<file path="src/rtl/comp_feed_seq_pkg.sv">
// Shared definitions for the comparator feed sequencer: default widths, FSM states,
// and the buffer address helper.
package comp_feed_seq_pkg;

    localparam int DATA_W_DEF = 16;
    localparam int ADDR_W_DEF = 8;

    typedef enum logic [2:0] {
        IDLE  = 3'd0,
        CLR   = 3'd1,
        RUN   = 3'd2,
        DRAIN = 3'd3,
        DONE  = 3'd4
    } state_t;

    // Buffer address of element `offset` of a stream starting at `base`; wraps modulo 2^ADDR_W_DEF.
    function automatic logic [ADDR_W_DEF-1:0] stream_addr(input logic [ADDR_W_DEF-1:0] base,
                                                          input logic [ADDR_W_DEF-1:0] offset);
        return base + offset;
    endfunction

endpackage

</file>
<file path="src/rtl/comp_feed_seq_if.sv">
// Bundle of the control, buffer-read and comparator-feed signals around comp_feed_seq.
// The sequencer uses the master view; the environment (buffer arbiter, comparator, controller) uses slave.
interface comp_feed_seq_if
    import comp_feed_seq_pkg::*;
#(
    parameter int DATA_W = DATA_W_DEF,
    parameter int ADDR_W = ADDR_W_DEF
);
    logic              start;
    logic [ADDR_W-1:0] base_addr;
    logic [ADDR_W-1:0] len;
    logic              mem_rd_en;
    logic [ADDR_W-1:0] mem_addr;
    logic              mem_gnt;
    logic [DATA_W-1:0] mem_data;
    logic              comp_rst;
    logic              comp_en;
    logic [DATA_W-1:0] comp_data;
    logic [ADDR_W-1:0] idx;
    logic              busy;
    logic              done;

    modport master (
        input  start, base_addr, len, mem_gnt, mem_data,
        output mem_rd_en, mem_addr, comp_rst, comp_en, comp_data, idx, busy, done
    );

    modport slave (
        output start, base_addr, len, mem_gnt, mem_data,
        input  mem_rd_en, mem_addr, comp_rst, comp_en, comp_data, idx, busy, done
    );
endinterface

</file>
<file path="src/rtl/comp_feed_seq.sv">
// Clears the comparator, streams LEN buffer words through an arbitrated read port into it,
// then pulses done one cycle after the last word.
module comp_feed_seq
    import comp_feed_seq_pkg::*;
#(
    parameter int DATA_W = DATA_W_DEF,
    parameter int ADDR_W = ADDR_W_DEF
) (
    input  logic           clk,
    input  logic           rst,
    comp_feed_seq_if.master bus
);

    state_t            state_reg;
    state_t            state_next;
    logic [ADDR_W-1:0] base_reg;
    logic [ADDR_W-1:0] len_reg;
    logic [ADDR_W-1:0] issued_reg;
    logic [ADDR_W-1:0] idx_reg;
    logic              rd_pend_reg;
    logic              comp_en_reg;
    logic [DATA_W-1:0] comp_data_reg;

    logic              rd_en;
    logic              comp_rst;
    logic              rd_fire;
    logic              last_issue;

    assign rd_fire    = rd_en & bus.mem_gnt;
    assign last_issue = (issued_reg == (len_reg - ADDR_W'(1)));

    always_comb begin
        state_next = state_reg;
        rd_en      = 1'b0;
        comp_rst   = 1'b0;
        case (state_reg)
            IDLE: begin
                if (bus.start) begin
                    state_next = CLR;
                end
            end
            CLR: begin
                comp_rst   = 1'b1;
                state_next = (len_reg == '0) ? DONE : RUN;
            end
            RUN: begin
                rd_en = 1'b1;
                if (bus.mem_gnt && last_issue) begin
                    state_next = DRAIN;
                end
            end
            DRAIN: begin
                // The final word is on comp_data and nothing is still in flight.
                if (comp_en_reg && !rd_pend_reg) begin
                    state_next = DONE;
                end
            end
            DONE: begin
                state_next = IDLE;
            end
            default: begin
                state_next = IDLE;
            end
        endcase
    end

    always_ff @(posedge clk) begin
        if (rst) begin
            state_reg     <= IDLE;
            base_reg      <= '0;
            len_reg       <= '0;
            issued_reg    <= '0;
            idx_reg       <= '0;
            rd_pend_reg   <= 1'b0;
            comp_en_reg   <= 1'b0;
            comp_data_reg <= '0;
        end else begin
            state_reg <= state_next;
            if (state_reg == IDLE && bus.start) begin
                base_reg <= bus.base_addr;
                len_reg  <= bus.len;
            end
            if (state_reg == CLR) begin
                issued_reg <= '0;
                idx_reg    <= '0;
            end else begin
                if (rd_fire) begin
                    issued_reg <= issued_reg + ADDR_W'(1);
                end
                if (comp_en_reg) begin
                    idx_reg <= idx_reg + ADDR_W'(1);
                end
            end
            // One-stage read return: data arrives the cycle after grant, then is registered.
            rd_pend_reg <= rd_fire;
            comp_en_reg <= rd_pend_reg;
            if (rd_pend_reg) begin
                comp_data_reg <= bus.mem_data;
            end
        end
    end

    assign bus.mem_rd_en = rd_en;
    assign bus.mem_addr  = stream_addr(base_reg, issued_reg);
    assign bus.comp_rst  = comp_rst;
    assign bus.comp_en   = comp_en_reg;
    assign bus.comp_data = comp_data_reg;
    assign bus.idx       = idx_reg;
    assign bus.busy      = (state_reg != IDLE);
    assign bus.done      = (state_reg == DONE);

endmodule

</file>
<file path="src/flat_wrapper.sv">
// flat-port wrapper written by rule: the top's interface ports become plain ports
module comp_feed_seq_flat import comp_feed_seq_pkg::*;
#(
    parameter int DATA_W = DATA_W_DEF,
    parameter int ADDR_W = ADDR_W_DEF
)
  (clk, rst, bus_start, bus_base_addr, bus_len, bus_mem_gnt, bus_mem_data, bus_mem_rd_en, bus_mem_addr, bus_comp_rst, bus_comp_en, bus_comp_data, bus_idx, bus_busy, bus_done);
  comp_feed_seq_if #(.DATA_W(DATA_W), .ADDR_W(ADDR_W)) bus_i ();
  input  logic clk;
  input  logic rst;
  input wire logic [$bits(bus_i.start)-1:0] bus_start;
  input wire logic [$bits(bus_i.base_addr)-1:0] bus_base_addr;
  input wire logic [$bits(bus_i.len)-1:0] bus_len;
  input wire logic [$bits(bus_i.mem_gnt)-1:0] bus_mem_gnt;
  input wire logic [$bits(bus_i.mem_data)-1:0] bus_mem_data;
  output wire logic [$bits(bus_i.mem_rd_en)-1:0] bus_mem_rd_en;
  output wire logic [$bits(bus_i.mem_addr)-1:0] bus_mem_addr;
  output wire logic [$bits(bus_i.comp_rst)-1:0] bus_comp_rst;
  output wire logic [$bits(bus_i.comp_en)-1:0] bus_comp_en;
  output wire logic [$bits(bus_i.comp_data)-1:0] bus_comp_data;
  output wire logic [$bits(bus_i.idx)-1:0] bus_idx;
  output wire logic [$bits(bus_i.busy)-1:0] bus_busy;
  output wire logic [$bits(bus_i.done)-1:0] bus_done;
  assign bus_i.start = bus_start;
  assign bus_i.base_addr = bus_base_addr;
  assign bus_i.len = bus_len;
  assign bus_i.mem_gnt = bus_mem_gnt;
  assign bus_i.mem_data = bus_mem_data;
  assign bus_mem_rd_en = bus_i.mem_rd_en;
  assign bus_mem_addr = bus_i.mem_addr;
  assign bus_comp_rst = bus_i.comp_rst;
  assign bus_comp_en = bus_i.comp_en;
  assign bus_comp_data = bus_i.comp_data;
  assign bus_idx = bus_i.idx;
  assign bus_busy = bus_i.busy;
  assign bus_done = bus_i.done;
  comp_feed_seq #(.DATA_W(DATA_W), .ADDR_W(ADDR_W)) u_core (.clk(clk), .rst(rst), .bus(bus_i));
endmodule
</file>
<file path="config.mk">
export PLATFORM = sky130hd
export DESIGN_NAME = comp_feed_seq_flat
export DESIGN_NICKNAME = d
export VERILOG_FILES = /design/src/rtl/comp_feed_seq_pkg.sv /design/src/rtl/comp_feed_seq_if.sv /design/src/rtl/comp_feed_seq.sv /design/src/flat_wrapper.sv
export SDC_FILE = /design/constraint.sdc
export NUM_CORES = 1
export LEC_CHECK = 0
export CAP_MARGIN = 10
export CORE_ASPECT_RATIO = 0.8
export CORE_MARGIN = 2
export CORE_UTILIZATION = 43
export DETAILED_ROUTE_END_ITERATION = 12
export GPL_ROUTABILITY_DRIVEN = 0
export PLACE_DENSITY = 0.77
export SYNTH_ARGS = -nofsm -noshare
export SYNTH_HDL_FRONTEND = slang
export SYNTH_SLANG_ARGS = --single-unit
</file>
<file path="constraint.sdc">
create_clock -name clk -period 2.3 [get_ports clk]
set_clock_uncertainty 0.15 [all_clocks]
set_input_delay 0.46 -clock clk [delete_from_list [all_inputs] [get_ports clk]]
set_output_delay 0.46 -clock clk [all_outputs]
set_load 0.005 [all_outputs]
</file>
Word level (Yosys, flattened, before mapping)
Cells that the tools add are included.
Widths: inputs -> output; s select.
- $add $sub $neg: 4
- multiply operators: 0
- div/mod/pow operators: 0
- $lt $le $gt $ge: 0
- equality and inequality tests: 8
- shift-type cells: 0
- multiplexer cells: 7
- bitwise operators: 1
- reduce and logical (&&, ||, !) cells: 9
- operators by type and width (operator ; count):
    $add 8x1->8 const B ; 2
    $mux 3 ; 4
    $pmux 3 s4 ; 1
    $add 8x8->8 ; 1
    $eq 8x8->1 ; 1
    $logic_not 8->1 ; 1
    $sub 8x1->8 const B ; 1
    $eq 3x2->1 const B ; 2
    $ne 2x1->1 const B ; 2
    $eq 3x1->1 const B ; 1
    $eq 3x3->1 const B ; 1
    $logic_and 1x1->1 ; 3
    $logic_not 3->1 ; 1
    $reduce_and 3->1 ; 1
    $reduce_bool 3->1 ; 1
    $mux 1 ; 2
    $ne 2x2->1 const B ; 1
    $reduce_or 2->1 ; 1
    $and 1x1->1 ; 1
    $logic_not 1->1 ; 1
- register bits: 53
- bits in latches: 0
- RAM bits: 0
- bits in read-only memories: 0
- input port bits: 36
- output and inout port bits: 37
- logic and storage cells: 37
- memories kept: 0

Depth between registers and ports, before layout
Gate-level depths: netlist of the first run.
- depth in word-level cells: 5
- depth in mapped cells: 8
- mapped depth without buffers: 8

Worst setup path after synthesis of the first run
Ideal clock, no wire load.
- path type: reg2out
- from: register u_core.issued_reg[0]
- to: output bus_mem_addr[6]
- data arrival time: 1.659 ns
- slack: 0.031 ns
- cell stages (with the launch flop): 9
- buffers on the path: 0
- cells stage by stage: dfxtp_1 -> ha_1 -> inv_1 -> fa_1 -> nor2b_1 -> o21ai_0 -> a21boi_0 -> or4_1 -> nand3_1
- word-level cells in the longest chain between the ends: 1
- RTL lines (element ; line ; source):
    start, declared ; comp_feed_seq.sv:18 ; logic [ADDR_W-1:0] issued_reg;
    start signal, assigned ; comp_feed_seq.sv:88 ; issued_reg <= issued_reg + ADDR_W'(1);
    $add 8x8->8 ; comp_feed_seq_pkg.sv:19 ; return base + offset;
    end, declared ; flat_wrapper.sv:17 ; output wire logic [$bits(bus_i.mem_addr)-1:0] bus_mem_addr;
Every way passes these cells.

Worst setup path in the final report of the first run
- from: register u_core.base_reg[1]
- to: output bus_mem_addr[7]
- word-level cells in the longest chain between the ends: 1
- RTL lines (element ; line ; source):
    start, declared ; comp_feed_seq.sv:16 ; logic [ADDR_W-1:0] base_reg;
    start signal, assigned ; comp_feed_seq.sv:80 ; base_reg <= bus.base_addr;
    $add 8x8->8 ; comp_feed_seq_pkg.sv:19 ;
Every way passes these cells.

==> impl_metrics.py, run 1 <==
metrics = {
    "drt": {
        "drc_errors": 0,
        "drtPass1Iterations": 4,
        "drtAntennaViolNets": 0,
        "wl_per_cell_um": 13.0,
        "num_vias": 2306,
        "via_per_inst": 4.98,
        "initialDrtViolationCount": 63,
        "wirelength_mm": 6.02,
    },
    "cells_and_area": {
        "area_delta_synth_final_pct": 43.3,
        "largest_reg_flops": 16,
        "antenna-diode-count": 0,
        "final_util_pct": 64.9,
        "nets": 431,
        "drive_gt1_share_pct": 15.1,
        "stdcell_count": 463,
    },
    "die": {
        "initial_core_util_pct": 45.3,
        "fp.coreArea_sq_um": 5560,
        "fp.dieH_um": 72.4,
        "dieArea_sq_um": 6480,
        "rows": 24,
        "die_w_um": 89.5,
        "ios": 73,
    },
    "sta": {
        "tightestPinTransition_ps": 558,
        "whs_ps": 315,
        "post-route-min-period_ps": 2570,
        "setup-violations-final": 6,
        "rsz0062_at_grt": "true",
        "post-route-period-util_pct": 112,
        "tns_ps": -1070,
        "worst_slack_ps": -273,
        "fmax_ghz": 0.389,
        "max_slew_margin_pct": 62.7,
        "slew_violations": 0,
        "hold_viol": 0,
    },
    "synthesis": {
        "syn-instance-count": 294,
        "seq_area_frac_synth_pct": 42.2,
        "yosysWarnings": 0,
        "synth_area_sq_um": 2520,
        "yosys_most_used_dff": "dfxtp_1",
        "syn-num-nets": 341,
        "synthArstFlopShare_pct": 0,
        "synth_area_per_cell_sq_um": 8.56,
        "synth_edf_count": 0,
        "ys_types": 39,
        "synth-seq-cells": 53,
    },
    "placement": {
        "dp.cells": 451,
        "portBuffers": 72,
        "hpwl_mm": 4.43,
    },
    "worst_setup_path": {
        "crit_type": "reg -> out",
        "endpoint_kind": "output pin",
        "cpPeakStageDelay_ps": 350,
        "cpMaxStageDelayCell": "dfxtp_2",
        "startpoint_type": "flip-flop",
        "cp.arrival_ps": 1960,
        "required_ps": 1690,
        "path_cells": "ha_4 -> a21o_1 -> a211oi_2 -> nor2_1 -> o41ai_2 -> xnor2_1 -> buf_2",
        "crit_fanout": 3,
    },
    "pwr": {
        "worst_ir_drop_vdd_v": 0.000364,
        "p_leak_nw": 1.42,
        "power_density_nw_per_um2": 538,
    },
    "clock_network": {
        "hold_buffers": 0,
        "cts.sinks": 53,
        "cts_root_buffer": "clkbuf_8",
        "cts_tree": "yes",
        "max-clock-path-buffers": 2,
        "cts_max_level": 2,
        "clkTransAtPathRegs_ps": 100,
        "clk_latency_ps": 310,
        "numCtsBuffers": 5,
    },
    "global_route": {
        "grt_max_degree": 28,
        "first_global_vias": 2301,
        "grt-ovfl-total": 0,
        "grt_pass1_wl_mm": 10.2,
        "grtUsageTotal_pct": 19.9,
        "antenna_found_initial": 0,
    },
    "status": {
        "status": "finished, violations left",
        "violations": "setup timing",
    },
    "job": {
        "drv_cap": 0,
    },
    "hold_path": {
        "hold_path.class": "reg -> reg",
    },
}
==> power breakdown <==
group          switching (mW)  internal [mW]  leakage [nW]  total [mW]
Combinational           0.190          0.226         0.948       0.416
Sequential             0.0439          0.960         0.433        1.00
Clock                   0.305          0.215        0.0374       0.521
==> cell families after synthesis <==
| family | after synthesis | synth area share [%] |
|---|---|---|
| compound gates | 36 | 8.75 |
| fa+ha+maj | 11 | 5.77 |
| simple gates | 125 | 22.8 |
| flops | 53 | 42.2 |
| xor+xnor | 29 | 10.1 |
| buf+inv | 23 | 3.68 |
| mux | 17 | 6.76 |
==> worst paths after layout <==
kind / endpoint / slack, ps / cells after the start / startpoint
min reg2reg: u_core.base_reg[5] / 310 / 2 / u_core.base_reg[5]
max: bus_mem_addr[7] / -270 / 7 / u_core.base_reg[1]
min: u_core.base_reg[5] / 310 / 2 / u_core.base_reg[5]
max reg2reg: u_core.state_reg[0] / 360 / 5 / u_core.bus.comp_en
==> worst max-delay path: cells and delay by family (launching register included) <==
family | cells | cell delay, ps
AND/OR/NAND/NOR | 1 | 100
AO/OA/AOI/OAI | 3 | 640
flip-flops | 1 | 350
XOR/XNOR | 1 | 180
adder cells (fa/ha/maj) | 1 | 230
buffers and inverters | 1 | 140
==> through the flow <==
| stage | area [sq um] | setup WS (ps) | total power, mW |
|---|---|---|---|
| 2_1_floorplan | 2520 | 31.4 | 1.24 |
| 3_3_place_gp | 3430 | -461 | 1.43 |
| 3_5_place_dp | 3430 | -504 | 1.44 |
| 4_1_cts | 3570 | -341 | 1.96 |
| 5_1_grt | 3610 | -380 | 2.05 |
| 6_report | 3610 | -273 | 1.94 |
==> Yosys cell counts (all sizes together), types with 2 or more instances <==
cell	n	area, sq um
dfxtp	53	1060
nor2	46	173
nand2	43	161
a21oi	23	115
mux2i	17	170
xor2	15	131
xnor2	14	123
inv	11	41.3
ha	10	125
clkbuf	7	26.3
nand4	6	37.5
buf	5	25.0
nor3	5	25.0
nand3	4	20.0
and3	3	18.8
nor2b	3	18.8
nor3b	3	22.5
a221oi	2	17.5
nand2b	2	12.5
o211ai	2	15.0
o21ai	2	10.0
or2	2	12.5
or4	2	18.8
==> layout by cell type (no fill, tap or decap), types with 3 or more instances in the layout <==
| cell type | count |
|---|---|
| a21oi_1 | 23 |
| and3_1 | 3 |
| buf_2 | 5 |
| buf_4 | 23 |
| clkbuf_8 | 5 |
| clkdlybuf4s50_1 | 66 |
| dfxtp_1 | 47 |
| dfxtp_2 | 6 |
| ha_1 | 7 |
| ha_4 | 3 |
| inv_1 | 10 |
| mux2i_1 | 17 |
| nand2_1 | 43 |
| nand3_1 | 4 |
| nand4_1 | 6 |
| nor2_1 | 45 |
| nor3_1 | 4 |
| xnor2_1 | 14 |
| xor2_1 | 15 |
==> per-layer routing <==
| metal | vias to the layer above | track usage [%] | routed length [um] |
|---|---|---|---|
| li1 | 1167 | - | - |
| met1 | 1059 | 24.9 | 2850 |
| met2 | 69 | 34.1 | 2760 |
| met3 | 11 | 4.78 | 332 |
| met4 | 0 | 5.47 | 74 |
| met5 | - | 0 | 0 |
==> final cells by class <==
class                   count  area, sq um
fillers                   483         1950
multi-input cells         218         1440
flip-flops and latches     53         1070
repair buffers             95          868
well taps                  78         97.6
clock buffers               6         72.6
inverters                  11         41.3
clock inverters             2         15.0
==> timing repair <==
action	4_1_cts	5_1_grt
setup buffers	2	2
pin swaps	11	6
gates resized for setup	39	6
setup endpoints to repair	7	9
Power figures use the tool's default switching activity.
==> run 2: changes to the inputs <==
--- a/config.mk
+++ b/config.mk
@@ -12,6 +12,7 @@
 export DETAILED_ROUTE_END_ITERATION = 12
 export GPL_ROUTABILITY_DRIVEN = 0
 export PLACE_DENSITY = 0.77
+export REMOVE_ABC_BUFFERS = 1
 export SYNTH_ARGS = -nofsm -noshare
 export SYNTH_HDL_FRONTEND = slang
 export SYNTH_SLANG_ARGS = --single-unit
==> run 2 against run 1 <==
- the run still ends with setup timing left
- register-to-register slack better by 100 ps
- worst setup slack better by 2.2 ps
- non-clock buffer count is 3 higher
- total power is 2.3% higher
- cell area is 1.3% higher
- critical path depth is 3 higher
- sequential cell count stayed put
- sequential share of layout area is 0.42 points lower
- via count is 0.35% lower
- worst hold slack worse by 0.59 ps
- cell count is 0.65% higher
- sequential power hardly changed
- critical path type unchanged
- critical endpoint is now bus_mem_addr[6]
- largest power group unchanged
==> impl_metrics.py, run 2 (same netlist as run 1, synthesis figures left out) <==
metrics = {
    "worst_setup_path": {
        "endpoint_kind": "output pin",
        "cp.arrival_ps": 1960,
        "cpPeakStageDelay_ps": 360,
        "required_ps": 1690,
        "cp_top_family": "adder cells",
        "startpoint_type": "flip-flop",
        "cpMaxStageDelayCell": "dfxtp_2",
        "crit_type": "reg -> out",
        "ff2ff_setup_slack_ps": 460,
        "path_cells": "ha_4 -> inv_2 -> fa_2 -> nor2b_2 -> o21ai_2 -> a21boi_2 -> buf_4 -> o211ai_1 -> nand3_1 -> buf_2",
        "crit_fanout": 2,
        "critPathBufInv": 3,
    },
    "sta": {
        "worst_slack_ps": -271,
        "tightestPinTransition_ps": 596,
        "post-route-min-period_ps": 2570,
        "setup-violations-final": 5,
        "post-route-period-util_pct": 112,
        "slew_violations": 0,
        "max_slew_margin_pct": 60.2,
        "fmax_ghz": 0.389,
        "rsz0062_at_grt": "true",
        "hold_viol": 0,
    },
    "pwr": {
        "p_leak_nw": 1.46,
        "finalPower_mw": 1.99,
        "worst_ir_drop_vdd_v": 0.000322,
        "power_density_nw_per_um2": 543,
    },
    "cells_and_area": {
        "antenna-diode-count": 0,
        "largest_reg_flops": 16,
        "area_delta_synth_final_pct": 45.2,
        "nets": 434,
        "final_cell_mix": "clkdlybuf4s50_1 (65), dfxtp_1 (48), nor2_1 (43), nand2_1 (43), buf_4 (24)",
        "drive_gt1_share_pct": 17.0,
        "final_common_cell": "clkdlybuf4s50_1",
        "final_util_pct": 65.8,
        "stdcell_count": 466,
    },
    "hold_path": {
        "hold_path.class": "reg -> reg",
    },
    "global_route": {
        "grt_max_degree": 21,
        "grt_pass1_wl_mm": 9.63,
        "first_global_vias": 2125,
        "grt-ovfl-total": 0,
        "antenna_found_initial": 0,
        "grtUsageTotal_pct": 18.9,
    },
    "clock_network": {
        "clkTransAtPathRegs_ps": 90,
        "cts.sinks": 53,
        "cts_tree": "yes",
        "numCtsBuffers": 5,
        "clk_latency_ps": 300,
        "cts_max_level": 2,
        "hold_buffers": 0,
        "max-clock-path-buffers": 2,
        "cts_root_buffer": "clkbuf_8",
    },
    "placement": {
        "portBuffers": 72,
        "dp.cells": 451,
        "hpwl_mm": 4.22,
    },
    "die": {
        "rows": 24,
        "die_w_um": 89.5,
        "dieArea_sq_um": 6480,
        "fp.dieH_um": 72.4,
        "fp.coreArea_sq_um": 5560,
        "initial_core_util_pct": 45.3,
        "ios": 73,
    },
    "drt": {
        "wl_per_cell_um": 12.8,
        "drc_errors": 0,
        "drtAntennaViolNets": 0,
        "drtPass1Iterations": 4,
        "via_per_inst": 4.93,
        "wirelength_mm": 5.98,
        "num_vias": 2298,
        "initialDrtViolationCount": 76,
    },
    "status": {
        "status": "finished, violations left",
        "violations": "setup timing",
    },
    "job": {
        "drv_cap": 0,
    },
}
run 2: timing repair:
action,4_1_cts,5_1_grt
pin swaps,14,7
buffers inserted,2,5
endpoints found under the setup margin,7,9
gates resized for setup,37,14
run 2: final timing paths:
kind	startpoint	to	cells past startpoint
hold reg to reg	u_core.base_reg[3]	u_core.base_reg[3]	2
hold / removal	u_core.base_reg[3]	u_core.base_reg[3]	2
setup / recovery	u_core.base_reg[0]	bus_mem_addr[6]	10
setup reg to reg	u_core.len_reg[0]	u_core.state_reg[0]	6
run 2: metrics by stage:
step | hold slack, ps | worst slack [ps] | setup TNS (ps) | area [sq um]
6_report | 314 | -271 | -958 | 3650
5_1_grt | 339 | -371 | -1460 | 3650
4_1_cts | 317 | -407 | -1080 | 3560
3_5_place_dp | 304 | -492 | -1510 | 3430
3_3_place_gp | 299 | -476 | -1400 | 3430
2_1_floorplan | 284 | 6.84 | 0 | 2460
run 2: cell type report:
class                           count  area, sq um
Sequential cell                    53         1070
Tap cell                           78         97.6
Fill cell                         468         1900
Clock inverter                      1         5.00
Timing Repair Buffer               98          892
Clock buffer                        7         96.3
Multi-Input combinational cell    218         1450
Inverter                           11         41.3
run 2: worst min-delay path: stages, from the launching register on:
cell and delay (ps):
dfxtp_1 320, nand2_1 50, a21oi_1 50
run 2: metal layers:
metal	wire, um	share of wire [%]	GRT usage [%]
met1	2890	48	26.1
met3	245	4.1	3.75
met5	0	0	0
met2	2780	46	30.9
met4	69	1.2	3.98
run 2: power by group:
part | switching, mW | total [mW] | internal [mW]
Combinational | 0.190 | 0.417 | 0.226
Clock | 0.293 | 0.566 | 0.273
Sequential | 0.0437 | 1.00 | 0.959
Total | 0.527 | 1.99 | 1.46
